--- src/rtl/shift_arbiter.sv ---
// Round-robin arbiter sharing one 32-bit barrel shifter between two ports.
// The result is held in a single registered stage with valid/ready return.
module barrel_shifter (
  input  logic [31:0] a,
  input  logic [4:0]  amt,
  input  logic        left,
  output logic [31:0] res
);

  logic [31:0] stg [0:5];

  assign stg[0] = a;

  // log2 stages: stage i shifts by 2**i when amt[i] is set
  for (genvar i = 0; i < 5; i++) begin : g_stage
    localparam int SH = 1 << i;
    logic [31:0] shl;
    logic [31:0] shr;
    assign shl = stg[i] << SH;
    assign shr = stg[i] >> SH;
    assign stg[i+1] = amt[i] ? (left ? shl : shr) : stg[i];
  end

  assign res = stg[5];

endmodule

module shift_arbiter #(
  parameter logic PRIO_RESET = 1'b0,
  parameter int   CNT_W      = 16
) (
  input  logic             clk,
  input  logic             rst,
  input  logic             req_valid_0,
  input  logic             req_valid_1,
  output logic             req_ready_0,
  output logic             req_ready_1,
  input  logic [31:0]      req_a_0,
  input  logic [31:0]      req_a_1,
  input  logic [4:0]       req_amt_0,
  input  logic [4:0]       req_amt_1,
  input  logic             req_left_0,
  input  logic             req_left_1,
  output logic             rsp_valid_0,
  output logic             rsp_valid_1,
  input  logic             rsp_ready_0,
  input  logic             rsp_ready_1,
  output logic [31:0]      rsp_res_0,
  output logic [31:0]      rsp_res_1,
  output logic [CNT_W-1:0] grant_cnt_0,
  output logic [CNT_W-1:0] grant_cnt_1
);

  logic             out_valid;
  logic             out_owner;
  logic [31:0]      out_res;
  logic             prio;
  logic [CNT_W-1:0] cnt_0;
  logic [CNT_W-1:0] cnt_1;

  logic        own_ready;
  logic        free;
  logic        gnt;
  logic        acc_0;
  logic        acc_1;
  logic        acc;
  logic [31:0] sh_a;
  logic [4:0]  sh_amt;
  logic        sh_left;
  logic [31:0] sh_res;

  assign own_ready = out_owner ? rsp_ready_1 : rsp_ready_0;

  // a draining result frees the stage in the same cycle
  assign free = !out_valid || own_ready;

  always_comb begin
    gnt = prio;
    unique case (1'b1)
      req_valid_0 && !req_valid_1: gnt = 1'b0;
      req_valid_1 && !req_valid_0: gnt = 1'b1;
      default:                     gnt = prio;
    endcase
  end

  assign req_ready_0 = free && !gnt && !rst;
  assign req_ready_1 = free && gnt && !rst;

  assign acc_0 = req_valid_0 && req_ready_0;
  assign acc_1 = req_valid_1 && req_ready_1;
  assign acc   = acc_0 || acc_1;

  assign sh_a    = gnt ? req_a_1    : req_a_0;
  assign sh_amt  = gnt ? req_amt_1  : req_amt_0;
  assign sh_left = gnt ? req_left_1 : req_left_0;

  barrel_shifter u_shifter (
    .a    (sh_a),
    .amt  (sh_amt),
    .left (sh_left),
    .res  (sh_res)
  );

  always_ff @(posedge clk) begin
    if (rst) begin
      out_valid <= 1'b0;
      out_owner <= 1'b0;
      out_res   <= '0;
      prio      <= PRIO_RESET;
    end else if (acc) begin
      out_valid <= 1'b1;
      out_owner <= acc_1;
      out_res   <= sh_res;
      prio      <= !acc_1;
    end else if (out_valid && own_ready) begin
      out_valid <= 1'b0;
    end
  end

  always_ff @(posedge clk) begin
    if (rst) begin
      cnt_0 <= '0;
      cnt_1 <= '0;
    end else begin
      if (acc_0 && cnt_0 != '1) cnt_0 <= cnt_0 + 1'b1;
      if (acc_1 && cnt_1 != '1) cnt_1 <= cnt_1 + 1'b1;
    end
  end

  assign rsp_valid_0 = out_valid && !out_owner;
  assign rsp_valid_1 = out_valid && out_owner;
  assign rsp_res_0   = out_res;
  assign rsp_res_1   = out_res;
  assign grant_cnt_0 = cnt_0;
  assign grant_cnt_1 = cnt_1;

endmodule

--- config.mk ---
export PLATFORM = sky130hd
export DESIGN_NAME = shift_arbiter
export DESIGN_NICKNAME = d
export VERILOG_FILES = /design/src/rtl/shift_arbiter.sv
export SDC_FILE = /design/constraint.sdc
export NUM_CORES = 1
export LEC_CHECK = 0
export CORE_MARGIN = 3
export CORE_UTILIZATION = 50
export DETAILED_ROUTE_END_ITERATION = 7
export PLACE_DENSITY = 0.85
export SYNTH_ARGS = -nofsm -noshare
export SYNTH_HDL_FRONTEND = slang
export SYNTH_SLANG_ARGS = --single-unit
--- constraint.sdc ---
create_clock -name clk -period 9 [get_ports clk]
set_clock_uncertainty 0.15 [all_clocks]
set_input_delay 2.7 -clock clk [delete_from_list [all_inputs] [get_ports clk]]
set_output_delay 2.7 -clock clk [all_outputs]
set_load 0.01 [all_outputs]
Word level (Yosys, flattened, before mapping)
Cells that the tools add are included.
{"block": "word_totals", "reg_bits": 67, "input_bits": 82, "output_inout_bits": 100}
{"block": "op_classes", "addsub": 2, "eq_ne": 2, "n_mux": 17, "reduce_logical": 23}
{"cell": "two-way mux 32 bit", "count": 11}
{"cell": "adder 16 x 1 -> 16 bit (second input constant)", "count": 2}
{"cell": "!= test 16 bit (second input constant)", "count": 2}
{"cell": "logical AND 1 bit", "count": 13}
{"cell": "zero test 1 bit", "count": 7}
{"cell": "two-way mux 5 bit", "count": 1}
{"cell": "two-way mux 1 bit", "count": 4}
{"cell": "logical OR 1 bit", "count": 2}
{"cell": "case mux 1 bit (2 select lines)", "count": 1}
{"cell": "nonzero test 2 bit", "count": 1}

Longest topological paths before layout
Gate-level depths: netlist (run 1).
{"block": "logic_depth", "ltp_word": 14, "depth_mapped": 15}

Hierarchy
A second synthesis (run 1) with hierarchy kept.
{"block": "unflattened", "cells_unflattened": 1134, "hier_area_um2": 8013.9}
{"module": "barrel_shifter", "instances": 1, "cells_each": 612, "area_each_um2": 4146.5}
{"module": "shift_arbiter", "instances": 1, "cells_each": 522, "area_each_um2": 3867.5}

Least setup slack after synthesis (run 1)
Ideal clock, no wire load.
{"block": "synth_timing", "path_kind": "in2out", "from": "input req_valid_0", "to": "output req_ready_0", "arrival_time_ns": 4.203, "setup_slack_ns": 1.947, "path_stages": 8, "path_buffers": 4, "path_cell_list": "inv_1 -> ha_1 -> mux2_4 -> buf_12 -> buf_6 -> buf_2 -> clkbuf_1 -> nor2_1"}
{"block": "synth_via", "elab_chain_len": 6, "elab_cells_between_ends": 7, "cone_classes": "mux (1); reduce/logical (6)"}
{"element": "from (decl)", "line_no": "34", "text": "input logic req_valid_0,"}
{"element": "zero test 1 bit", "line_no": "81", "text": "req_valid_1 && !req_valid_0: gnt = 1'b1;"}
{"element": "logical AND 1 bit", "line_no": "81"}
{"element": "case mux 1 bit (2 select lines) *", "line_no": "79", "text": "unique case (1'b1)"}
{"element": "zero test 1 bit *", "line_no": "86", "text": "assign req_ready_0 = free && !gnt && !rst;"}
{"element": "logical AND 1 bit * (2 in a row)", "line_no": "86"}
{"element": "to (decl)", "line_no": "36", "text": "output logic req_ready_0,"}
Mark *: on every way between the ends. The rest lies on a longest branch, timed or not.

Final worst setup path (run 1)
Ends and elaborated chain as after synthesis.

==> metrics.cfg, run 1 <==
[clock_tree]
clockRootBuffer=clkbuf_16
htree_levels=3
cts_tree=done
cts_sinks=67
numCtsBuffers=9
clockBufferDepth=2
cts_resized=0
post_cts_buffers=0
clkTransAtPathRegs_ns=0.07
cts_hold_buf=0
clock_latency_ns=0.35

[sta]
post-route-period-util_pct=83.7
maxSlewHeadroom_pct=34.6
period_minus_slack_ns=7.54
worstMarginPinSlew_ns=0.977
fmax_mhz=133
slew_viol_final=0
setup_viol=0
finalHoldViolations=0
tns_ns=0
rsz0062_at_grt=no

[drt]
drt-total-wl_um=33600
vias=10400
drtAntennaViolNets=0
drtPass1Iterations=6
vias_per_cell=6.95
wire_per_inst_um=22.4
drc=0
drt_iter0_markers=1369

[global_routing]
antenna_found_initial=0
grt_max_degree=91
grt_pass1_wl_um=51900
gr-total-overflow=0
grt_usage_pct=34.5
grt_pass1_vias=9557

[power]
switchingPower_w=0.000640
powerDensity_nw_per_um2=141
clkPwrFrac_pct=25.5
switching_share_pct=43.8
p_int_w=0.000822
comb_power_share_pct=51.9
p_leak_nw=3.67
ir_drop_v=0.000118
p_seq_share_pct=22.6

[yosys]
synth_xor_area_share_pct=2.44
synth_mux_area_share_pct=16.6
ys_warn_count=0
ys.flop_type=dfxtp_1
async_flop_share_pct=0
yosys.area_share.adder_pct=0.435
synth_commonest_cells=nor2_1 (127), nand2_1 (113), a21oi_1 (85)
synth_edf_count=0
yosysTopAreaCellShare_pct=15.6
ys_ff_latch=67
seq_area_frac_synth_pct=15.6
synth-compound-area-share_pct=31.9
netlist_area_um2=8620
synth_top_area_cell=dfxtp_1
netlist_instances=1199
synth_top_family_by_area=compound AO/OA/AOI/OAI gates
synth_area_leaders=dfxtp_1 (16%), mux2i_1 (9.4%), nor2_1 (5.5%)
syn_avg_cell_area_um2=7.19
yosysMostFrequentCell=nor2_1
synthSimpleGateAreaFrac_pct=23.2
syn_nets=1284
ys_types=79

[setup_path]
critPathBufInv=3
ff2ff_setup_slack_ns=4.98
crit_fanout=4
crit_slowest_cell=clkdlybuf4s50_1
crit_family=buffers and inverters
crit_type=input port to primary output
crit_chain=clkdlybuf4s50_1 > inv_1 > ha_1 > mux2_4 > nor2_1 > clkdlybuf4s50_1
worstPathArrival_ns=4.69
worstSetupEndpointType=primary output
timing.critical_path.mode_cell=clkdlybuf4s50_1
required_ns=6.15
cp-start-kind=input port
slowest_delay_ns=0.56

[finish]
post_route_cells_drive_above_1_share_pct=7.59
fin_nets=1358
diodes=0
fin_cells=1498
areaGrowthSynthToFinish_pct=20.5

[die]
chipHeight_um=137
die-width_um=137
fp.dieArea_um2=18900
io_pins=182
rows=47
start_util_pct=51.5
core_um2=16800

[place]
numPortBuffers=181
gp_congestion=1.03
dp_hpwl_um=24000
placed_cells=1482

[run_status]
outcome=completed

[flow_run]
maxCapViolCount=0

[min_path]
hold_path_class=flop to flop

## cell families after synthesis
group,Yosys count
AO/OA/AOI/OAI,400
XOR/XNOR,24
flip-flops,67
multiplexers,120
adder cells (fa/ha/maj),3
AND/OR/NAND/NOR,429
buffers and inverters,156
## tightest hold or removal path: cells and delay by family, from the launching register on
| kind | cells | cell delay, ns |
|---|---|---|
| flip-flops | 1 | 0.33 |
| AO/OA/AOI/OAI | 2 | 0.14 |
## metrics by stage
stage	hold WS, ns	power (W)	utilization, %	area [um^2]	setup WS, ns
after floorplan	0.349	0.000825	-	8620	1.95
after global placement	0.329	0.00106	60.2	10100	1.53
after detailed placement	0.349	0.00107	60.2	10100	1.47
after CTS	0.358	0.00144	62.0	10400	1.46
after global routing	0.386	0.00153	62.0	10400	1.40
final	0.357	0.00146	62.0	10400	1.46
## layout make-up
class                   instances  area (um^2)
clock buffers                   9          225
inverters                      21         78.8
repair buffers                198         1930
well taps                     220          275
fillers                      1578         6360
flip-flops and latches         67         1340
multi-input cells             976         6470
clock inverters                 7         81.3
## power by group through the flow
stage / Combinational [W] / Sequential [W] / Clock, W
3_5_place_dp: 0.000730 / 0.000337 / 0
3_3_place_gp: 0.000728 / 0.000337 / 0
4_1_cts: 0.000733 / 0.000331 / 0.000377
6_report: 0.000759 / 0.000331 / 0.000373
2_1_floorplan: 0.000484 / 0.000341 / 0
5_1_grt: 0.000803 / 0.000333 / 0.000390
## state kept, by name, indices dropped and copies added, names as in the netlist
| signal | count |
|---|---|
| rsp_res_0 | 32 |
| grant_cnt_0 | 16 |
| grant_cnt_1 | 16 |
| out_owner | 1 |
| out_valid | 1 |
| prio | 1 |
## per-layer routing
layer | share of wire, % | GRT usage [%] | up-vias
li1 | - | - | 4652
met1 | 40 | 45.2 | 4907
met2 | 45 | 54.1 | 715
met3 | 11 | 7.23 | 132
met4 | 4.6 | 16.3 | 0
met5 | 0 | 0 | -
## final timing paths
path | start | to | depth (start not counted)
max reg2reg | prio | rsp_res_0[17] | 9
max | req_valid_0 | req_ready_0 | 6
min | grant_cnt_1[7] | grant_cnt_1[7] | 2
min reg2reg | grant_cnt_1[7] | grant_cnt_1[7] | 2
## layout by cell type, fill, tap and decap left out, types with 17 or more instances in the layout
cell type        netlist  final
nand2_1              113    113
o21ai_0               84     84
clkdlybuf4s50_1        0    176
a21oi_1               85     84
a2111oi_0             17     17
or3_1                 17     17
dfxtp_1               67     67
inv_1                 21     21
nand3_1               47     47
nor2_1               127    127
mux2_2                21     21
mux2i_1               81     78
a211oi_1              41     41
nor3_1                40     40
a31oi_1               27     27
Note: power is estimated with default switching activity, not from simulation.
==> inputs of run 2 (changes only) <==
- CORE_UTILIZATION: 50 -> 48
- clock period: 9 -> 6.4 ns (I/O delays scaled with it)
==> run 2 against run 1 <==
Against the previous run: sequential share of layout area decreased by 0.23 points; non-clock buffer count is 18 higher; sequential power rose by 41%; sequential cell count stayed put; global-route usage fell by 1.4 points; wire length grew 2.1%; first-iteration DRC count increased by 12%; combinational power increased by 45%; core utilization is 1.2 points lower; cell area is 1.8% higher; largest cell class unchanged; largest power group unchanged.
==> metrics.cfg, run 2 (synthesis results as in run 1) <==
[run_status]
outcome=completed

[setup_path]
required_ns=4.33
worstSetupEndpointType=primary output
crit_fanout=4
cp-start-kind=input port
crit_type=input port to primary output
worstPathArrival_ns=3.86

[sta]
rsz0062_at_grt=no
period_minus_slack_ns=5.93
finalHoldViolations=0
worstMarginPinSlew_ns=0.921
slew_viol_final=0
fmax_mhz=169
post-route-period-util_pct=92.6
tns_ns=0
maxSlewHeadroom_pct=38.6
setup_viol=0
setup_ws_ns=0.472

[place]
pre_cts_slack_ns=0.390
gp_congestion=1.05
dp_hpwl_um=25200
numPortBuffers=181
dpl-instance-area_um2=10300

[power]
switchingPower_w=0.000919
comb_power_share_pct=51.5
p_leak_nw=3.78
p_int_w=0.00122
ir_drop_v=0.000196
clkPwrFrac_pct=26.7
p_seq_share_pct=21.8
powerDensity_nw_per_um2=202
switching_share_pct=43.0

[drt]
drt_iter0_markers=1536
vias=10500
drc=0
drtPass1Iterations=7
drt-total-wl_um=34300
wire_per_inst_um=22.5
drtAntennaViolNets=0
vias_per_cell=6.87

[clock_tree]
htree_levels=3
cts_sinks=67
clock_latency_ns=0.35
clkTransAtPathRegs_ns=0.07
clockBufferDepth=2
cts_tree=done
numCtsBuffers=9
cts_resized=0
clockRootBuffer=clkbuf_16
post_cts_buffers=0
cts_hold_buf=0

[global_routing]
grt_usage_pct=33.1
grt_max_degree=88
gr-total-overflow=0
grt_pass1_wl_um=53300
antenna_found_initial=0
grt_pass1_vias=9617

[die]
io_pins=182
rows=48
fp.dieArea_um2=19600
chipHeight_um=140
die-width_um=140
start_util_pct=49.5
core_um2=17400

[finish]
most-common-layout-cells=clkdlybuf4s50_1 (176), nor2_1 (127), nand2_1 (113), a21oi_1 (84), o21ai_0 (84)
post_route_cells_drive_above_1_share_pct=8.87
areaGrowthSynthToFinish_pct=22.8
layout_commonest_cell=clkdlybuf4s50_1
fin_nets=1376
diodes=0
fillers=1596
post-route-util_pct=60.8
final_area_um2=10600
largest_reg_flops=32

[flow_run]
maxCapViolCount=0

[min_path]
hold_path_class=flop to flop

-- run 2: cell type report --
class / count / area [um^2] / area share, %
repair buffers: 216 / 2090 / 19.7
inverters: 21 / 78.8 / 0.745
clock buffers: 9 / 225 / 2.13
clock inverters: 7 / 106 / 1.00
flip-flops and latches: 67 / 1340 / 12.7
multi-input cells: 976 / 6470 / 61.1
well taps: 225 / 282 / 2.66
-- run 2: power groups by stage --
stage	sequential, W	combinational, W	clock (W)
3_3_place_gp	0.000475	0.00105	0
6_report	0.000466	0.00110	0.000571
5_1_grt	0.000470	0.00116	0.000591
3_5_place_dp	0.000475	0.00105	0
4_1_cts	0.000466	0.00106	0.000576
2_1_floorplan	0.000480	0.000681	0
-- run 2: critical path: stages --
cell and delay (ns):
clkdlybuf4s50_1 0.53, inv_1 0.06, ha_1 0.36, mux2_4 0.34, nor2_1 0.11, clkdlybuf4s50_1 0.54
-- run 2: per-stage QoR --
stage	hold slack [ns]	instances	power, W
final	0.361	1521	0.00214
after global routing	0.376	1521	0.00222
after CTS	0.348	1521	0.00210
after detailed placement	0.337	1505	0.00153
after global placement	0.332	1505	0.00153
after floorplan	0.349	1199	0.00116
-- run 2: final timing paths --
kind | from | to | slack (ns) | depth (start not counted)
max | req_valid_0 | req_ready_0 | 0.47 | 6
min | grant_cnt_1[9] | grant_cnt_1[9] | 0.36 | 2
max reg2reg | prio | rsp_res_0[5] | 2.76 | 9
min reg2reg | grant_cnt_1[9] | grant_cnt_1[9] | 0.36 | 2
-- run 2: routing by layer --
| layer | vias up | GRT usage [%] | part of all wire (%) |
|---|---|---|---|
| li1 | 4700 | - | - |
| met1 | 4861 | 42.5 | 39 |
| met2 | 741 | 52.2 | 44 |
| met3 | 152 | 8.40 | 12 |
| met4 | 0 | 15.1 | 5.2 |
| met5 | - | 0 | 0 |
==> inputs of run 3 (changes only) <==
- CORE_UTILIZATION: 48 -> 47
- PLACE_DENSITY: 0.85 -> 0.84
- SYNTH_HIERARCHICAL: not set -> 1
==> run 3 against run 2 <==
Against the previous run: count of clock-buffer cells in the layout up 2; core utilization up 0.27 points; sequential power down 3%; critical path depth unchanged.
==> metrics.cfg, run 3 <==
[yosys]
netlist_instances=1134
synth_top_area_cell=dfxtp_1
syn_nets=1219
synth_commonest_cells=nand2_1 (181), nor2_1 (98), a21oi_1 (90)
seq_area_frac_synth_pct=16.7
synth_area_leaders=dfxtp_1 (17%), mux2i_1 (8.5%), nand2_1 (8.5%)
async_flop_share_pct=0
syn_avg_cell_area_um2=7.07
ys_warn_count=6
yosysMostFrequentCell=nand2_1
ys.flop_type=dfxtp_1
netlist_area_um2=8010
synth_edf_count=0
ys_ff_latch=67
ys_types=76
yosysTopAreaCellShare_pct=16.7

[drt]
drc=0
drt_iter0_markers=1421
wire_per_inst_um=21.6
drtAntennaViolNets=0
drtPass1Iterations=8
vias_per_cell=6.56
vias=9725
drt-total-wl_um=32000

[setup_path]
crit_fanout=12
crit_slowest_cell=clkdlybuf4s50_1
critPathLaunch=req_valid_0
required_ns=4.33
slowest_delay_ns=0.54
rr_worst_depth=13
crit_type=input port to primary output
worstPathArrival_ns=3.97
cp-start-kind=input port
ff2ff_setup_slack_ns=2.91
worstSetupEndpointType=primary output
r2r_start=prio
crit_chain=clkdlybuf4s50_1 > inv_1 > ha_1 > mux2_4 > nor2_1 > clkdlybuf4s50_1
timing.critical_path.mode_cell=clkdlybuf4s50_1
r2r-end=rsp_res_0[14]

[die]
rows=47
io_pins=182
die-width_um=137
start_util_pct=48.2
core_um2=16600
chipHeight_um=137
fp.dieArea_um2=18700

[clock_tree]
clockBufferDepth=2
cts_tree=done
cts_sinks=67
clockRootBuffer=clkbuf_16
clock_latency_ns=0.33
cts_hold_buf=0
numCtsBuffers=9
htree_levels=3
clkTransAtPathRegs_ns=0.05
post_cts_buffers=0
cts_resized=0

[sta]
worstMarginPinSlew_ns=0.910
finalHoldViolations=0
period_minus_slack_ns=6.04
tns_ns=0
setup_viol=0
slew_viol_final=0
rsz0062_at_grt=no
fmax_mhz=166
setup_ws_ns=0.364
maxSlewHeadroom_pct=39.1
post-route-period-util_pct=94.3

[finish]
most-common-layout-cells=clkdlybuf4s50_1 (180), nand2_1 (178), nor2_1 (98), a21oi_1 (89), o21ai_0 (83)
fillers=1491
fin_cells=1483
multi_input_area_um2=5850
diodes=0
post_route_cells_drive_above_1_share_pct=12.3
areaGrowthSynthToFinish_pct=26.8
post-route-util_pct=61.1
largest_reg_flops=32
layout_commonest_cell=clkdlybuf4s50_1
seqCellArea_um2=1340
fin_nets=1343
final_area_um2=10200

[power]
powerDensity_nw_per_um2=205
ir_drop_v=0.000156
p_leak_nw=3.72

[min_path]
worstHoldEndpoint=grant_cnt_1[7]
hold_path_depth=2
hold_path_class=flop to flop
min_from=grant_cnt_1[7]

[place]
pre_cts_slack_ns=0.356
numPortBuffers=181
gp_congestion=1.02
placed_cells=1467
dpl-instance-area_um2=9900
dp_hpwl_um=24100

[global_routing]
gr-total-overflow=0
grt_pass1_vias=8729
grt_usage_pct=32.7
grt_max_degree=67
grtUsageMet2_pct=51.9
grt.busiest_layer=met2
grt_util_met1_pct=45.9
grt_pass1_wl_um=48400
grt_use_met3_pct=4.78
antenna_found_initial=0

[run_status]
outcome=completed

[flow_run]
maxCapViolCount=0

## run 3: cell types whose count changed after synthesis, moves of 16 or more
cell       previous run  this run
a2111oi_0            17         0
a211oi_1             41        25
a31oi_1              27         8
buf_2                50        26
clkbuf_1             35        54
nand2_1             113       181
nor2_1              127        98
o22ai_1               9        26
or4_1                 0        16
## run 3: worst max-delay path by stage
stage                          endpoint  slack (ns)
after global routing        req_ready_0        0.29
after global placement    rsp_res_0[30]        0.36
after CTS                   req_ready_0        0.36
final                       req_ready_0        0.36
after floorplan             req_ready_0        1.26
after detailed placement  rsp_res_0[30]        0.36
## run 3: through the flow
stage	hold WS [ns]	power, W
after floorplan	0.340	0.00121
after global placement	0.326	0.00160
after detailed placement	0.329	0.00161
after CTS	0.336	0.00205
after global routing	0.372	0.00217
final	0.334	0.00209
## run 3: cells by family (layout without fill, tap and decap cells)
group	after synthesis	in the layout	share of synthesized area [%]
flip-flops	67	67	16.7
adder cells (fa/ha/maj)	3	3	0.468
multiplexers	99	99	14.5
AO/OA/AOI/OAI	358	358	30.8
buffers and inverters	145	274	10.7
AND/OR/NAND/NOR	462	462	26.8
## run 3: metal layers
layer  wire length [um]  part of all wire, %  vias to the layer above
met5                  0                    0                        -
li1                   -                    -                     4457
met3               3130                  9.8                       80
met2              14700                   46                      595
met4               1010                  3.2                        0
met1              13200                   41                     4593
## run 3: area by class of cell
cell class,count,share of cell area (%)
clock buffers,11,2.29
inverters,11,0.406
multi-input cells,922,57.6
flip-flops and latches,67,13.2
repair buffers,247,23.5
well taps,220,2.71
clock inverters,5,0.296
## run 3: where the power goes
group	switching, W	internal, W
Sequential	0.0000157	0.000435
Clock	0.000178	0.000260
Combinational	0.000740	0.000460
## run 3: worst max-delay path, delay by kind of cell
kind	cells	cell delay, ns
AND/OR/NAND/NOR	1	0.12
multiplexers	1	0.39
buffers and inverters	3	1.14
adder cells (fa/ha/maj)	1	0.38
